**src/rtl/force_release_responder.sv**
```systemverilog
// force_release_responder: target side of a per-bit force/release port.
// Ports: cmd_* handshake in, drv_in/bus_out data path, rsp_* and force_cnt status.
module force_release_responder #(
  parameter int WIDTH = 8,
  parameter int CNT_W = 8
) (
  input  logic             clk,
  input  logic             rst_n,
  input  logic             cmd_valid,
  output logic             cmd_ready,
  input  logic [1:0]       cmd_op,
  input  logic [WIDTH-1:0] cmd_mask,
  input  logic [WIDTH-1:0] cmd_value,
  input  logic [WIDTH-1:0] drv_in,
  output logic [WIDTH-1:0] bus_out,
  output logic [WIDTH-1:0] forced_mask,
  output logic             rsp_valid,
  output logic             rsp_err,
  output logic [CNT_W-1:0] force_cnt
);

  typedef enum logic [1:0] {
    IDLE  = 2'd0,
    APPLY = 2'd1,
    RESP  = 2'd2
  } state_t;

  localparam logic [1:0] OP_NOP   = 2'b00;
  localparam logic [1:0] OP_FORCE = 2'b01;
  localparam logic [1:0] OP_REL   = 2'b10;
  localparam logic [1:0] OP_RALL  = 2'b11;

  state_t           state_q, state_d;
  logic             cmd_ready_q, cmd_ready_d;
  logic [1:0]       op_q, op_d;
  logic [WIDTH-1:0] mask_q, mask_d;
  logic [WIDTH-1:0] val_q, val_d;
  logic [WIDTH-1:0] fmask_q, fmask_d;
  logic [WIDTH-1:0] fval_q, fval_d;
  logic [WIDTH-1:0] bus_q, bus_d;
  logic             rsp_valid_q, rsp_valid_d;
  logic             rsp_err_q, rsp_err_d;
  logic [CNT_W-1:0] cnt_q, cnt_d;

  always_comb begin
    state_d     = state_q;
    cmd_ready_d = cmd_ready_q;
    op_d        = op_q;
    mask_d      = mask_q;
    val_d       = val_q;
    fmask_d     = fmask_q;
    fval_d      = fval_q;
    cnt_d       = cnt_q;
    rsp_valid_d = 1'b0;
    rsp_err_d   = 1'b0;
    // Uses the registered override, so new forces show one edge later.
    bus_d = (drv_in & ~fmask_q) | (fval_q & fmask_q);
    unique case (state_q)
      IDLE: begin
        if (cmd_valid && cmd_ready_q) begin
          op_d        = cmd_op;
          mask_d      = cmd_mask;
          val_d       = cmd_value;
          cmd_ready_d = 1'b0;
          state_d     = APPLY;
        end
      end
      APPLY: begin
        rsp_valid_d = 1'b1;
        state_d     = RESP;
        unique case (op_q)
          OP_FORCE: begin
            if (mask_q == '0) begin
              rsp_err_d = 1'b1;
            end else begin
              fmask_d = fmask_q | mask_q;
              fval_d  = (fval_q & ~mask_q) | (val_q & mask_q);
              if (cnt_q != {CNT_W{1'b1}})
                cnt_d = cnt_q + CNT_W'(1);
            end
          end
          OP_REL: begin
            // Forced bits in the mask are released even on error.
            rsp_err_d = (mask_q == '0) || ((mask_q & ~fmask_q) != '0);
            fmask_d   = fmask_q & ~mask_q;
            fval_d    = fval_q & ~mask_q;
          end
          OP_RALL: begin
            fmask_d = '0;
            fval_d  = '0;
          end
          OP_NOP: ;
          default: ;
        endcase
      end
      RESP: begin
        cmd_ready_d = 1'b1;
        state_d     = IDLE;
      end
      default: begin
        cmd_ready_d = 1'b1;
        state_d     = IDLE;
      end
    endcase
  end

  always_ff @(posedge clk or negedge rst_n) begin
    if (!rst_n) begin
      state_q     <= IDLE;
      cmd_ready_q <= 1'b1;
      op_q        <= '0;
      mask_q      <= '0;
      val_q       <= '0;
      fmask_q     <= '0;
      fval_q      <= '0;
      bus_q       <= '0;
      rsp_valid_q <= 1'b0;
      rsp_err_q   <= 1'b0;
      cnt_q       <= '0;
    end else begin
      state_q     <= state_d;
      cmd_ready_q <= cmd_ready_d;
      op_q        <= op_d;
      mask_q      <= mask_d;
      val_q       <= val_d;
      fmask_q     <= fmask_d;
      fval_q      <= fval_d;
      bus_q       <= bus_d;
      rsp_valid_q <= rsp_valid_d;
      rsp_err_q   <= rsp_err_d;
      cnt_q       <= cnt_d;
    end
  end

  assign cmd_ready   = cmd_ready_q;
  assign bus_out     = bus_q;
  assign forced_mask = fmask_q;
  assign rsp_valid   = rsp_valid_q;
  assign rsp_err     = rsp_err_q;
  assign force_cnt   = cnt_q;

endmodule

```
**config.mk**
```make
export PLATFORM = sky130hd
export DESIGN_NAME = force_release_responder
export DESIGN_NICKNAME = d
export VERILOG_FILES = /design/src/rtl/force_release_responder.sv
export SDC_FILE = /design/constraint.sdc
export NUM_CORES = 1
export LEC_CHECK = 0
export ABC_AREA = 0
export CAP_MARGIN = 0
export CORE_MARGIN = 4
export CORE_UTILIZATION = 35
export CTS_BUF_LIST = sky130_fd_sc_hd__clkbuf_16
export DETAILED_ROUTE_END_ITERATION = 16
export GPL_ROUTABILITY_DRIVEN = 0
export GPL_TIMING_DRIVEN = 0
export HOLD_SLACK_MARGIN = 0.06
export PLACE_DENSITY = 0.65
export SLEW_MARGIN = 10
export SYNTH_ARGS = -nofsm -noshare
export SYNTH_HDL_FRONTEND = slang
export SYNTH_SLANG_ARGS = --single-unit
```
**constraint.sdc**
```tcl
create_clock -name clk -period 4.1 [get_ports clk]
set_input_delay 0.82 -clock clk [delete_from_list [all_inputs] [get_ports clk]]
set_output_delay 0.82 -clock clk [all_outputs]
set_load 0.02 [all_outputs]
```
==> results of run 1 <==
## synthesized netlist by cell type
library cell | n | share of area
a21o_1 | 8 | 0.024
nor4b_2 | 1 | 0.0060
a21o_4 | 1 | 0.0060
o211ai_1 | 1 | 0.0030
nand3_1 | 3 | 0.0060
or2b_1 | 1 | 0.0030
dfstp_2 | 1 | 0.010
nand3b_1 | 1 | 0.0030
o2111ai_1 | 1 | 0.0035
nor3_2 | 1 | 0.0040
nor4_4 | 2 | 0.017
a31oi_4 | 1 | 0.0084
o22a_1 | 1 | 0.0035
ha_1 | 5 | 0.025
mux2_2 | 21 | 0.094
nand2b_1 | 3 | 0.0074
buf_2 | 1 | 0.0020
xor2_1 | 4 | 0.014
inv_1 | 9 | 0.013
buf_6 | 1 | 0.0045
xnor2_1 | 1 | 0.0035
buf_1 | 1 | 0.0015
nor2_1 | 4 | 0.0060
nor2b_1 | 11 | 0.027
and2b_1 | 1 | 0.0030
nand2_1 | 9 | 0.013
a31oi_1 | 8 | 0.020
mux2_4 | 1 | 0.0060
mux2_1 | 1 | 0.0045
o22ai_1 | 2 | 0.0050
o31ai_1 | 1 | 0.0030
nand4_1 | 1 | 0.0025
or2_4 | 1 | 0.0035
clkbuf_1 | 4 | 0.0060
nor4_1 | 2 | 0.0050
o21ai_1 | 2 | 0.0040
a21oi_1 | 17 | 0.034
nor2_2 | 1 | 0.0025
or3b_1 | 1 | 0.0035
nor3_1 | 2 | 0.0040
dfrtp_1 | 54 | 0.54
o21ai_0 | 11 | 0.022
o2bb2ai_1 | 8 | 0.028
## through the flow
stage / cell area, um2 / setup slack (ps) / hold WS (ps) / utilization / std cells
4_1_cts: 3330 / 1650 / 500 / 0.482 / 370
2_1_floorplan: 2520 / 2190 / 465 / - / 211
6_report: 3330 / 1700 / 496 / 0.482 / 370
5_1_grt: 3330 / 1590 / 514 / 0.482 / 370
3_5_place_dp: 3190 / 1350 / 488 / 0.462 / 362
3_3_place_gp: 3190 / 434 / 480 / 0.462 / 362
## cells by family after synthesis
group,Yosys count,synth area share
buffers and inverters,16,0.0273
xor gates and xnor gates,5,0.0174
DFF,55,0.546
AOI/OAI and AO/OA,62,0.163
muxes,23,0.104
adders and majority gates,5,0.0248
and+or+nand+nor,45,0.117
## power by group
part | switching (uW) | leakage [uW] | total, uW | internal (uW)
Sequential | 234 | 0.000635 | 995 | 761
Clock | 179 | 0.0000701 | 399 | 220
Combinational | 466 | 0.000673 | 966 | 500
## worst register-to-register path: stages (launching register included)
cell and delay [ps]:
dfstp_2 540, nand2_1 60, nor3_2 480, buf_2 380, mux2_2 370
## final timing paths
kind                        endpoint  cells after the start
setup reg to reg            val_q[6]                      4
min in group asynchronous  async pin                      1
hold reg to reg            cmd_ready                      2
setup / recovery            val_q[6]                      5
max in group asynchronous   val_q[7]                      1
hold / removal             cmd_ready                      2
## layer usage
layer  up-vias  part of all wire  GRT usage
met1       879              0.47      0.185
met5         -                 0          0
met3         5             0.050     0.0325
met4         0             0.015     0.0452
li1        883                 -          -
met2        40              0.46      0.224
## layout make-up
type	instances	area, um2
Fill cell	654	3580
Sequential cell	55	1380
Multi-Input combinational cell	140	1070
Timing Repair Buffer	55	548
Clock buffer	5	125
Tap cell	96	120
Buffer	7	35.0
Inverter	9	33.8
Clock inverter	3	11.3
==> impl_metrics.json, run 1 <==
{
  "cts_root_buffer": "clkbuf_16",
  "dr_total_vias": 1807,
  "cts.sinks": 55,
  "critical_path.cell_chain": "clkdlybuf4s50_1 > nand2_1 > nor3_2 > buf_2 > mux2_2",
  "final_nets": 307,
  "synth_seq_cells": 55,
  "hp-class": "flip-flop to flip-flop",
  "via_per_inst": 4.88,
  "die_x_um": 92.9,
  "grt_util_all_layers": 0.139,
  "fp-row-count": 30,
  "clockBufferDepth": 2,
  "drtIter0Drc": 72,
  "setup_viol": 0,
  "synthCells": 211,
  "clkLatencyLatePin_ps": 290,
  "syn_area_um2": 2520,
  "required_ps": 4280,
  "slowest_stage": "nor3_2",
  "grt_pass1_wl_mm": 9.46,
  "path_clk_slew_ps": 60,
  "path_max_fanout": 10,
  "insertedDiodeCount": 0,
  "max_freq_ghz": 0.417,
  "die_h_um": 92.9,
  "worst_ep_arrival_time_ps": 2580,
  "grt_max_degree": 56,
  "antenna_left": 0,
  "io_pins": 56,
  "ys_seq_area_frac": 0.546,
  "peakVddDrop_mv": 0.229,
  "status": "completed",
  "grt_pass1_vias": 1904,
  "synth_fp_nets": 245,
  "period_minus_slack_ps": 2400,
  "power.total_uw": 2360,
  "reg2reg_slack_ps": 2160,
  "tightestPinTransition_ps": 689,
  "cts_setup_buffers": 0,
  "slew_viol_final": 0,
  "max_slew_margin": 0.541,
  "min-delay-start": "cmd_ready",
  "final_cell_mix": "dfrtp_1, clkdlybuf4s50_1, mux2_2",
  "cts_resized": 0,
  "drc": 0,
  "report.final.hold_viol_count": 0,
  "hpwl_mm": 3.86,
  "cpLargestDelayFamily": "buffers and inverters",
  "maxCapViolations": 0,
  "antenna_found_initial": 0,
  "wl_per_cell_um": 14.8,
  "critPathLaunch": "cmd_valid",
  "p_leak_uw": 0.00138,
  "crit_type": "primary input to flip-flop",
  "ctsHoldBuffers": 0,
  "powerDensity_nw_per_um2": 710,
  "dieArea_um2": 8620,
  "crit_path_end_kind": "flip-flop",
  "synth_cell_types": 43,
  "cp_slowest_stage_delay_ps": 480,
  "cp-start-kind": "primary input",
  "port_buffers": 55,
  "cp_num_buf_inv": 2,
  "r2r_start": "cmd_ready",
  "cts_tree": "built",
  "first_pass_iters": 4,
  "start_util": 0.365,
  "core_um2": 6910,
  "skew_ps": 3.98,
  "overflow": 0,
  "numCtsBuffers": 5,
  "fin_setup_tns_ps": 0,
  "syn_to_final_growth_pct": 31.9,
  "htreeDepth": 2,
  "yosysWarnings": 0,
  "fin_crit_sh": 0.586,
  "layout-drive-gt1-share": 0.142,
  "wl_mm": 5.46,
  "grt_setup_unrepaired": "no",
  "avgSynthCellArea_um2": 11.9
}
Power figures use the tool's default switching activity.
==> inputs of run 2 (changes only) <==
Clock period 4.1 ns to 2.5 ns, I/O delays scaled along.
==> results of run 2 <==
Same layout as run 1 (identical final DEF). Status: completed.
Among the figures that moved: setup slack after placement 1350 ps -> 72.9 ps; clock-pin slew on the worst setup and hold paths 60 ps -> 70 ps; setup slack after layout 1700 ps -> 419 ps; hold slack 496 ps -> 253 ps; register-to-register setup slack 2160 ps -> 560 ps; total power 2360 uW -> 3870 uW; worst IR drop on VDD 0.229 mV -> 0.375 mV
==> inputs of run 3 (changes only) <==
Settings changed: PLACE_DENSITY 0.65 to 0.67.
Clock period 2.5 ns to 1.85 ns, I/O delays scaled along.
==> run 3 against run 2 <==
Against the previous run: design area is 2.2% higher; routed wire length up 3.8%; first-iteration DRC count shrank 28%; critical path type is now flip-flop to output port; critical endpoint is now cmd_ready; highest routed layer unchanged.
==> impl_metrics.json, run 3 (synthesis results as in run 1) <==
{
  "path_max_fanout": 3,
  "met2_wirelength_mm": 2.75,
  "setup_viol": 0,
  "dr_total_vias": 1848,
  "hp-class": "primary input to async pin",
  "io_pins": 56,
  "core_um2": 6910,
  "report.final.hold_viol_count": 0,
  "fp-row-count": 30,
  "max_freq_ghz": 0.554,
  "grt_pass1_vias": 1888,
  "crit_type": "flip-flop to output port",
  "drtIter0Drc": 52,
  "path_clk_slew_ps": 70,
  "fill_cells": 654,
  "drc": 0,
  "dp_slack_ps": -405,
  "slowest_stage": "clkdlybuf4s50_1",
  "worst_ep_arrival_time_ps": 1430,
  "first_pass_iters": 4,
  "final_nets": 312,
  "powerDensity_nw_per_um2": 1580,
  "maxCapViolations": 0,
  "tightestPinTransition_ps": 543,
  "syn_to_final_growth_pct": 34.8,
  "layout-drive-gt1-share": 0.168,
  "via_per_inst": 4.93,
  "grt_max_degree": 33,
  "grt_pass1_wl_mm": 9.56,
  "required_ps": 1480,
  "cts.sinks": 55,
  "crit_path_end_kind": "output port",
  "max_slew_margin": 0.638,
  "grt_setup_unrepaired": "yes",
  "wl_met1_mm": 2.58,
  "clkLatencyLatePin_ps": 290,
  "wl_mm": 5.67,
  "die_h_um": 92.9,
  "clockBufferDepth": 2,
  "hpwl_mm": 4.11,
  "critical_path.cell_chain": "clkdlybuf4s50_1",
  "insertedDiodeCount": 0,
  "fin_crit_sh": 0.975,
  "final_cell_mix": "dfrtp_1, clkdlybuf4s50_1, mux2_2",
  "antenna_left": 0,
  "antenna_found_initial": 0,
  "whs_ps": 59.6,
  "p_leak_uw": 0.00141,
  "peakVddDrop_mv": 0.649,
  "grt_util_all_layers": 0.142,
  "die_x_um": 92.9,
  "port_buffers": 55,
  "cpLargestDelayFamily": "buffers and inverters",
  "overflow": 0,
  "setup_ws_ps": 45.8,
  "cp-start-kind": "flip-flop",
  "dieArea_um2": 8620,
  "numCtsBuffers": 5,
  "start_util": 0.365,
  "cp_slowest_stage_delay_ps": 600,
  "wl_per_cell_um": 15.1,
  "skew_ps": 5.32,
  "cts_root_buffer": "clkbuf_16",
  "highest_layer": "met4",
  "period_minus_slack_ps": 1800,
  "htreeDepth": 2,
  "status": "completed",
  "cp_num_buf_inv": 1,
  "met3_length_um": 239,
  "cts_tree": "built",
  "slew_viol_final": 0
}
## run 3: cell types whose count changed in the layout (fill, tap and decap cells not counted), sizes merged
cell | previous run | this run
buf | 4 | 9
## run 3: where the power goes
part           total, uW  switching [uW]  internal, uW
registers           2210             528          1690
logic               2250            1060          1190
clock network        900             411           489
## run 3: timing repair
item                       4_1_cts  5_1_grt
hold buffers                     0        0
resized for setup                3        3
buffers inserted                 2        3
setup endpoints to repair       16       22
## run 3: through the flow
stage	instance area (um2)	util	setup TNS, ps	cells	power, uW
CTS	3370	0.488	0	373	5360
finish	3400	0.492	0	375	5360
global route	3400	0.492	-37.4	375	5740
floorplan	2520	-	0	211	3520
detailed placement	3210	0.464	-4690	363	4400
global placement	3190	0.462	-76760	362	4340
## run 3: metal layers
layer | vias to the layer above | global-route usage
met3 | 8 | 0.0317
li1 | 895 | -
met4 | 0 | 0.0549
met5 | - | 0
met2 | 37 | 0.226
met1 | 908 | 0.189
## run 3: worst paths after layout
kind	start	slack, ps	cells past startpoint	end
max	cmd_ready	50	1	cmd_ready
min	rst_n	60	1	force_cnt[1]
max reg2reg	op_q[1]	60	7	flip-flop
min reg2reg	cmd_ready	500	2	cmd_ready
max in group asynchronous	rst_n	1180	2	cmd_ready
min in group clk	cmd_ready	500	2	cmd_ready
## run 3: cell type report
| cell class | count | area, um2 | area share |
|---|---|---|---|
| clock inverter | 3 | 11.3 | 0.00331 |
| multi-input combinational | 140 | 1090 | 0.321 |
| timing repair buffer | 61 | 607 | 0.179 |
| clock buffer | 5 | 125 | 0.0368 |
| inverter | 9 | 33.8 | 0.00994 |
| tap | 96 | 120 | 0.0353 |
| sequential | 55 | 1380 | 0.405 |
| buffer | 6 | 33.8 | 0.00994 |
